**src/rtl/mul_hilo_ctrl_pkg.sv**
```systemverilog
// mul_hilo_ctrl_pkg: shared state encoding and sizing helpers for the HI/LO multiply sequencer
package mul_hilo_ctrl_pkg;
  localparam int DATA_W_DEF = 32;
  typedef enum logic [1:0] {
    IDLE   = 2'd0,
    SETTLE = 2'd1,
    DONE   = 2'd2
  } state_t;
  function automatic int cnt_width(input int n);
    return $clog2(n + 1);
  endfunction
endpackage

```
**src/rtl/mul_hilo_ctrl.sv**
```systemverilog
// mul_hilo_ctrl: latches operands for the combinational multiplier, waits a settle window, captures HI/LO
module mul_hilo_ctrl
  import mul_hilo_ctrl_pkg::*;
#(
  parameter int DATA_W        = DATA_W_DEF,
  parameter int SETTLE_CYCLES = 2
) (
  input  logic                clk,
  input  logic                rst_n,
  input  logic                start,
  input  logic [DATA_W-1:0]   a_in,
  input  logic [DATA_W-1:0]   b_in,
  output logic [DATA_W-1:0]   op_a,
  output logic [DATA_W-1:0]   op_b,
  input  logic [2*DATA_W-1:0] product_in,
  output logic                busy,
  output logic                done,
  input  logic                hi_wr,
  input  logic                lo_wr,
  input  logic [DATA_W-1:0]   bus_in,
  output logic [DATA_W-1:0]   hi_out,
  output logic [DATA_W-1:0]   lo_out
);
  localparam int CW = cnt_width(SETTLE_CYCLES);
  state_t state, state_nx;
  logic [CW-1:0] cnt;
  logic accept, capture, bus_ok;
  always_comb begin
    bus_ok   = state != SETTLE;
    accept   = start && bus_ok;
    capture  = state == SETTLE && cnt == '0;
    busy     = state == SETTLE;
    done     = state == DONE;
    state_nx = accept ? SETTLE : capture ? DONE : state == DONE ? IDLE : state;
  end
  always_ff @(posedge clk or negedge rst_n)
    if (!rst_n) state <= IDLE;
    else state <= state_nx;
  always_ff @(posedge clk or negedge rst_n)
    if (!rst_n) cnt <= '0;
    else if (accept) cnt <= CW'(SETTLE_CYCLES - 1);
    else if (busy && cnt != '0) cnt <= cnt - CW'(1);
  // Operands move only on an accepted start so the multiplier sees stable inputs while settling.
  always_ff @(posedge clk or negedge rst_n)
    if (!rst_n) begin
      op_a <= '0;
      op_b <= '0;
    end else if (accept) begin
      op_a <= a_in;
      op_b <= b_in;
    end
  always_ff @(posedge clk or negedge rst_n)
    if (!rst_n) begin
      hi_out <= '0;
      lo_out <= '0;
    end else if (capture) begin
      hi_out <= product_in[2*DATA_W-1:DATA_W];
      lo_out <= product_in[DATA_W-1:0];
    end else if (bus_ok) begin
      if (hi_wr) hi_out <= bus_in;
      if (lo_wr) lo_out <= bus_in;
    end
endmodule
```
**config.mk**
```make
export PLATFORM = sky130hd
export DESIGN_NAME = mul_hilo_ctrl
export DESIGN_NICKNAME = d
export VERILOG_FILES = /design/src/rtl/mul_hilo_ctrl_pkg.sv /design/src/rtl/mul_hilo_ctrl.sv
export SDC_FILE = /design/constraint.sdc
export NUM_CORES = 1
export LEC_CHECK = 0
export CAP_MARGIN = 25
export CORE_MARGIN = 5
export CORE_UTILIZATION = 50
export CTS_CLUSTER_SIZE = 30
export DETAILED_ROUTE_END_ITERATION = 8
export DONT_BUFFER_PORTS = 1
export PLACE_DENSITY_LB_ADDON = 0.12
export SYNTH_ARGS = -nofsm -noshare
export SYNTH_HDL_FRONTEND = slang
export SYNTH_SLANG_ARGS = --single-unit
```
**constraint.sdc**
```tcl
create_clock -name clk -period 3.65 [get_ports clk]
set_input_delay 0.9125 -clock clk [delete_from_list [all_inputs] [get_ports clk]]
set_output_delay 0.9125 -clock clk [all_outputs]
set_load 0.03 [all_outputs]
```
==> reports/results.txt <==
Place WS -> 1150 ps
syn nets -> 544
Crit. End Element -> primary output
remaining design rule violation count -> 0
critical path peak fanout -> 33
Hold Crit Class -> in -> async
leak pwr -> 0.00243 uW
Least-Margin Pin Slew -> 1020 ps
share of cells above drive strength 1 -> 0.433
Crit Path Class -> reg -> out
drt pass-1 iters -> 5
post-CTS sizing -> 0
Sequential Area -> 0.00330 mm2
Data required, critical path -> 2740 ps
Layout fillers -> 891
CP delay by family, top -> simple AND/OR/NAND/NOR gates
setup TNS -> 0 ps
sequential area share after synthesis -> 0.596
Initial Utilization -> 0.511
clk buf depth -> 2
reg2reg start -> state[1]
CORE AREA -> 0.0108 mm2
Die ar. -> 0.0133 mm2
Die X-Extent -> 115 um
P&R area growth vs syn -> 12.3%
final WL -> 14400 um
TritonCTS clock tree -> yes
final instance area -> 0.00622 mm2
Slew Viols, Final -> 0
worst r2r dst -> op_b[0]
gr usage total -> 0.214
max_cap viols -> 0
Antenna Cells -> 0
GRT overflow -> 0
crit path launch type -> register
Pwr Density -> 1250 mW/mm2
final setup fails -> 0
Max Clock Freq -> 356 MHz
Final Cycle Share -> 0.769
RD Place Congestion -> 0.748
Root Driver -> clkbuf_8
Avg Inst Size Synth -> 14.7 um2
Port-buffer cells -> 0
relative slew slack -> 0.316
Routed WL per cell -> 27.7 um
vias in the first global route -> 3615
first-pass GRT wire length -> 21400 um
Worst-path clk slew -> 60 ps
multi-input combinational cell area -> 0.00204 mm2
Mapped Area -> 0.00554 mm2
via count -> 3334
count of final hold-check violations -> 0
post-CTS setup buffers -> 0
CTS Buf Count -> 17
CP max stage delay -> 490 ps
row cnt -> 38
largest net degree at the start of global routing -> 133
final antenna-violating net count -> 0
Cell variety after synth -> 23
area post-placement -> 0.00558 mm2
Max IR drop VDD -> 0.551 mV
worst path bufs/invs -> 1
nets -> 533
Clock H-tree levels -> 4
top post-synthesis cells by area -> dfrtp_1 (60%), mux2_2 (13%), o221a_2 (12%)
CP Data Arrival Time -> 1900 ps
Post-DP HPWL -> 10300 um
largest area contributor in the netlist -> dfrtp_1
post-synthesis instance total -> 378
Initial DRC Count -> 387
Final Total Pwr -> 7750 uW
Via-to-Cell Ratio -> 6.42
crit-path cells -> nand2b_2, inv_1
reg2reg path depth -> 4
Reg2Reg Setup Slack -> 1160 ps
flops & latches, synth -> 132
Die Y -> 115 um
clock sink count -> 132
unrepaired setup endpoints after global routing -> no
final worst path period need -> 2810 ps
Hold Buf Count CTS -> 0
initial antenna violation count -> 0
Worst-Skew Late Latency -> 510 ps
Synth top area share -> 0.596
yosys warns -> 0
Final WS setup -> 842 ps
outcome -> finished clean
critical path's slowest cell -> nand2b_2
Clock Skew -> 7.86 ps
I/O pin count -> 295
[synthesized netlist by cell type]
cell and n:
and2_1 1, ha_1 1, o221a_2 60, nand2b_1 1, o21ai_0 2, o221a_1 4, buf_1 8, dfrtp_1 132
mux2i_1 1, or3b_4 1, o21a_2 1, nand3b_1 63, buf_6 6, clkbuf_1 11, nand3_1 2, o2bb2ai_1 1
o21a_1 1, o21a_4 1, nor2b_1 1, buf_2 9, mux2_2 64, inv_1 5, nand2_1 2
[cell type report]
type	instances	share of cell area
clock buffer	19	0.0710
clock inverter	12	0.0326
inverter	5	0.00302
multi-input combinational	207	0.328
sequential	132	0.531
tap	140	0.0281
timing repair buffer	4	0.00684
[cell usage in the layout, fill, tap and decap left out, types with 2 or more instances in the layout]
cell | synthesis | final
buf_4 | 0 | 3
bufinv_16 | 0 | 5
clkbuf_16 | 0 | 16
clkbuf_8 | 0 | 3
clkinvlp_4 | 0 | 4
dfrtp_1 | 132 | 132
inv_1 | 5 | 5
mux2_2 | 64 | 64
nand3_1 | 2 | 2
nand3b_1 | 63 | 63
o21ai_0 | 2 | 2
o221a_1 | 4 | 4
o221a_2 | 60 | 60
[routing by layer]
metal / vias up / track usage / routed length [um]
met4: 0 / 0.0900 / 354
met3: 28 / 0.0974 / 1740
met5: - / 0 / 0
li1: 1431 / - / -
met2: 203 / 0.351 / 7350
met1: 1672 / 0.241 / 4950
[cell families (layout without fill, tap and decap cells)]
logic type                 count (synthesis)  in the layout  synth area share
buffers and inverters                     39             40            0.0366
AOI/OAI and AO/OA                         70             70             0.139
DFF                                      132            132             0.596
adders and majority gates                  1              1           0.00226
and+or+nand+nor                           71             71            0.0939
muxes                                     65             65             0.132
[registers in the layout, summed over array words and instances, names as in the netlist]
| name | cells |
|---|---|
| cnt | 2 |
| op_b | 32 |
| state | 2 |
| op_a | 32 |
| lo_out | 32 |
| hi_out | 32 |
[where the power goes]
part	switching (uW)	internal (uW)
clock	625	1210
combinational	798	974
sequential	1970	2170
[metrics by stage]
step | hold slack, ps | cells | utilization
final | 94.3 | 519 | 0.574
after global routing | 60.5 | 519 | 0.574
after CTS | 68.9 | 519 | 0.574
after detailed placement | 475 | 488 | 0.515
after global placement | 476 | 488 | 0.515
after floorplan | 456 | 378 | -
[how the worst max path moves through the flow]
stage / cells past startpoint / slack, ps / from / endpoint
after floorplan: 3 / 1850 / start / op_a[0]
after CTS: 2 / 790 / state[1] / busy
after global routing: 2 / 660 / state[1] / busy
final: 2 / 840 / state[1] / busy
after detailed placement: 4 / 1150 / state[1] / op_b[0]
after global placement: 4 / 1190 / state[1] / op_b[19]
No activity file was read; power rests on OpenSTA's default activity.
==> edit, RTL diff (same settings) <==
Put one more register stage on the output `op_b`, without a reset. The value now appears one clock later. The other outputs are not delayed to match.
--- a/src/rtl/mul_hilo_ctrl.sv
+++ b/src/rtl/mul_hilo_ctrl.sv
@@ -24,2 +24,4 @@
   localparam int CW = cnt_width(SETTLE_CYCLES);
+
+  logic [DATA_W-1:0] op_b_s0;
   state_t state, state_nx;
@@ -46,6 +48,6 @@
       op_a <= '0;
-      op_b <= '0;
+      op_b_s0 <= '0;
     end else if (accept) begin
       op_a <= a_in;
-      op_b <= b_in;
+      op_b_s0 <= b_in;
     end
@@ -62,2 +64,6 @@
     end
+  always_ff @(posedge clk) begin
+    op_b <= op_b_s0;
+  end
+
 endmodule
Formal check against the unedited RTL: not equivalent (Yosys sat finds a counterexample within 4 cycles, from zero or initial values and one cycle with rst_n low).
==> edit against the unedited design <==
Worst hold slack improved by 0.10 ns; sequential cell count grew 32; synthesized area increased by 12%; cell area up 10%; total power up 5.1%; routed wire length grew 3.9%; setup slack gained 0.12 ns; global-route usage decreased by 0.71 points.
==> edit: results (changes against the unedited design) <==
- Outcome: finished clean
- Final net count: 565 (+6.0%)
- Hpwl dp: 10.77 mm (+4.9%)
- Drt via density: 6.033 (-6.1%)
- Met3 WL: 1.643 mm (-5.4%)
- Gpl congestion: 0.7655 (+2.4%)
- Dpl cell area: 0.006259 mm² (+12%)
- Crit path largest cell delay: 0.50 ns
- Inverter count: 5 (unchanged)
- Static leakage: 0.002679 µW (+10%)
- Met1 GRT Util: 24.43% (+0.33 points)
- CTS root buffer: clkbuf_16
- TritonRoute pass-1 iters: 4 (-1)
- Synth Register Bits: 164 (+24%)
- CORE AREA: 0.01206 mm² (+11%)
- Synth cell count leaders: dfrtp_1 (132), mux2_2 (64), nand3b_1 (63), o221a_2 (60), dfxtp_1 (32)
- M3 GR Usage: 8.671% (-1.1 points)
- DR WL met2: 7.585 mm (+3.2%)
- Via count: 3,505 (+5.1%)
- Clk_skew: 0.01094 ns (+0.003084 ns)
- Worst Tran Pin Value: 0.6436 ns (-0.3794 ns)
- Hold Slack: 0.1939 ns (+0.09958 ns)
- Switching share of power: 42.77% (-0.98 points)
- Vias in the first global route: 3,768 (+4.2%)
- WL final: 14.95 mm (+3.9%)
- Clk tree area frac: 8.569% (-1.8 points)
- Largest net degree at the start of global routing: 133 (unchanged)
- Multi-input gate area: 0.002043 mm² (+0.18%)
- Syn Area/Cell: 15.09 µm² (+2.9%)
- Diode count: 1 (+1)
- Synth area leaders: dfrtp_1 (53%), mux2_2 (12%), o221a_2 (11%)
- FFs w/ async S/R, synth: 80.49% (-20 points)
- Syn Nets: 576 (+5.9%)
- Antenna violations before repair: 1 (+1)
- Layout fillers: 945 (+6.1%)
- Clk pin slew, worst setup/hold paths: 0.06 ns (about the same)
- GR Util All Layers: 20.64% (-0.71 points)
- RR Endpoint: op_b_s0[15]
- First-pass GRT wire length: 22.74 mm (+6.3%)
- Pre-CTS setup slack: 1.324 ns (+0.1715 ns)
- Cell count after placement: 548 (+12%)
- R2R depth: 4 (unchanged)
- Clk_lat worst skew: 0.41 ns (-0.10 ns)
- Final Util: 56.77% (-0.64 points)
- Register Area: 0.003944 mm² (+19%)
- Arrival time at the worst endpoint: 1.78 ns (-0.12 ns)
- Synth cell types: 25 (+8.7%)
- Post-synthesis sequential area ratio: 63.75% (+4.1 points)
- Signal buffers share of area: 0.6212% (-0.062 points)
- Met2 Usage GRT: 33.97% (-1.1 points)
- Clock buffer cells: 20 (+1)
- CP Class: reg2out
- WL met1: 5.549 mm (+12%)
- Period minus WS final: 2.690 ns (-0.1177 ns)
- DRT iter0 DRCs: 242 (-37%)
- Share of cells above drive strength 1: 39.56% (-3.7 points)
- VDD IR-drop max: 0.5226 mV (-5.2%)
## edit: cells by family (layout without fill, tap and decap cells)
| family | count (synthesis) | count (layout) | share of synthesized area (%) |
|---|---|---|---|
| buffers and inverters | 39 | 41 | 3.297 |
| adder cells (fa/ha/maj) | 1 | 1 | 0.2022 |
| multiplexers | 65 | 65 | 11.81 |
| AND/OR/NAND/NOR | 71 | 71 | 8.374 |
| other | 0 | 1 | 0 |
| AO/OA/AOI/OAI | 70 | 70 | 12.56 |
| flip-flops | 164 | 164 | 63.75 |
## edit: worst reg2reg max path, cell delays in order (launching register included)
cell and delay (ns):
dfrtp_1 0.41, nand2b_2 0.50, nand2_2 0.58, buf_12 0.32, mux2_2 0.41
## edit: power groups by stage
stage               combinational, µW  clock (µW)  sequential (µW)
floorplan                        1590           0             4500
global placement                 1690           0             4740
detailed placement               1780           0             4750
CTS                              1770        1760             4720
global route                     1920        1840             4800
finish                           1730        1720             4690
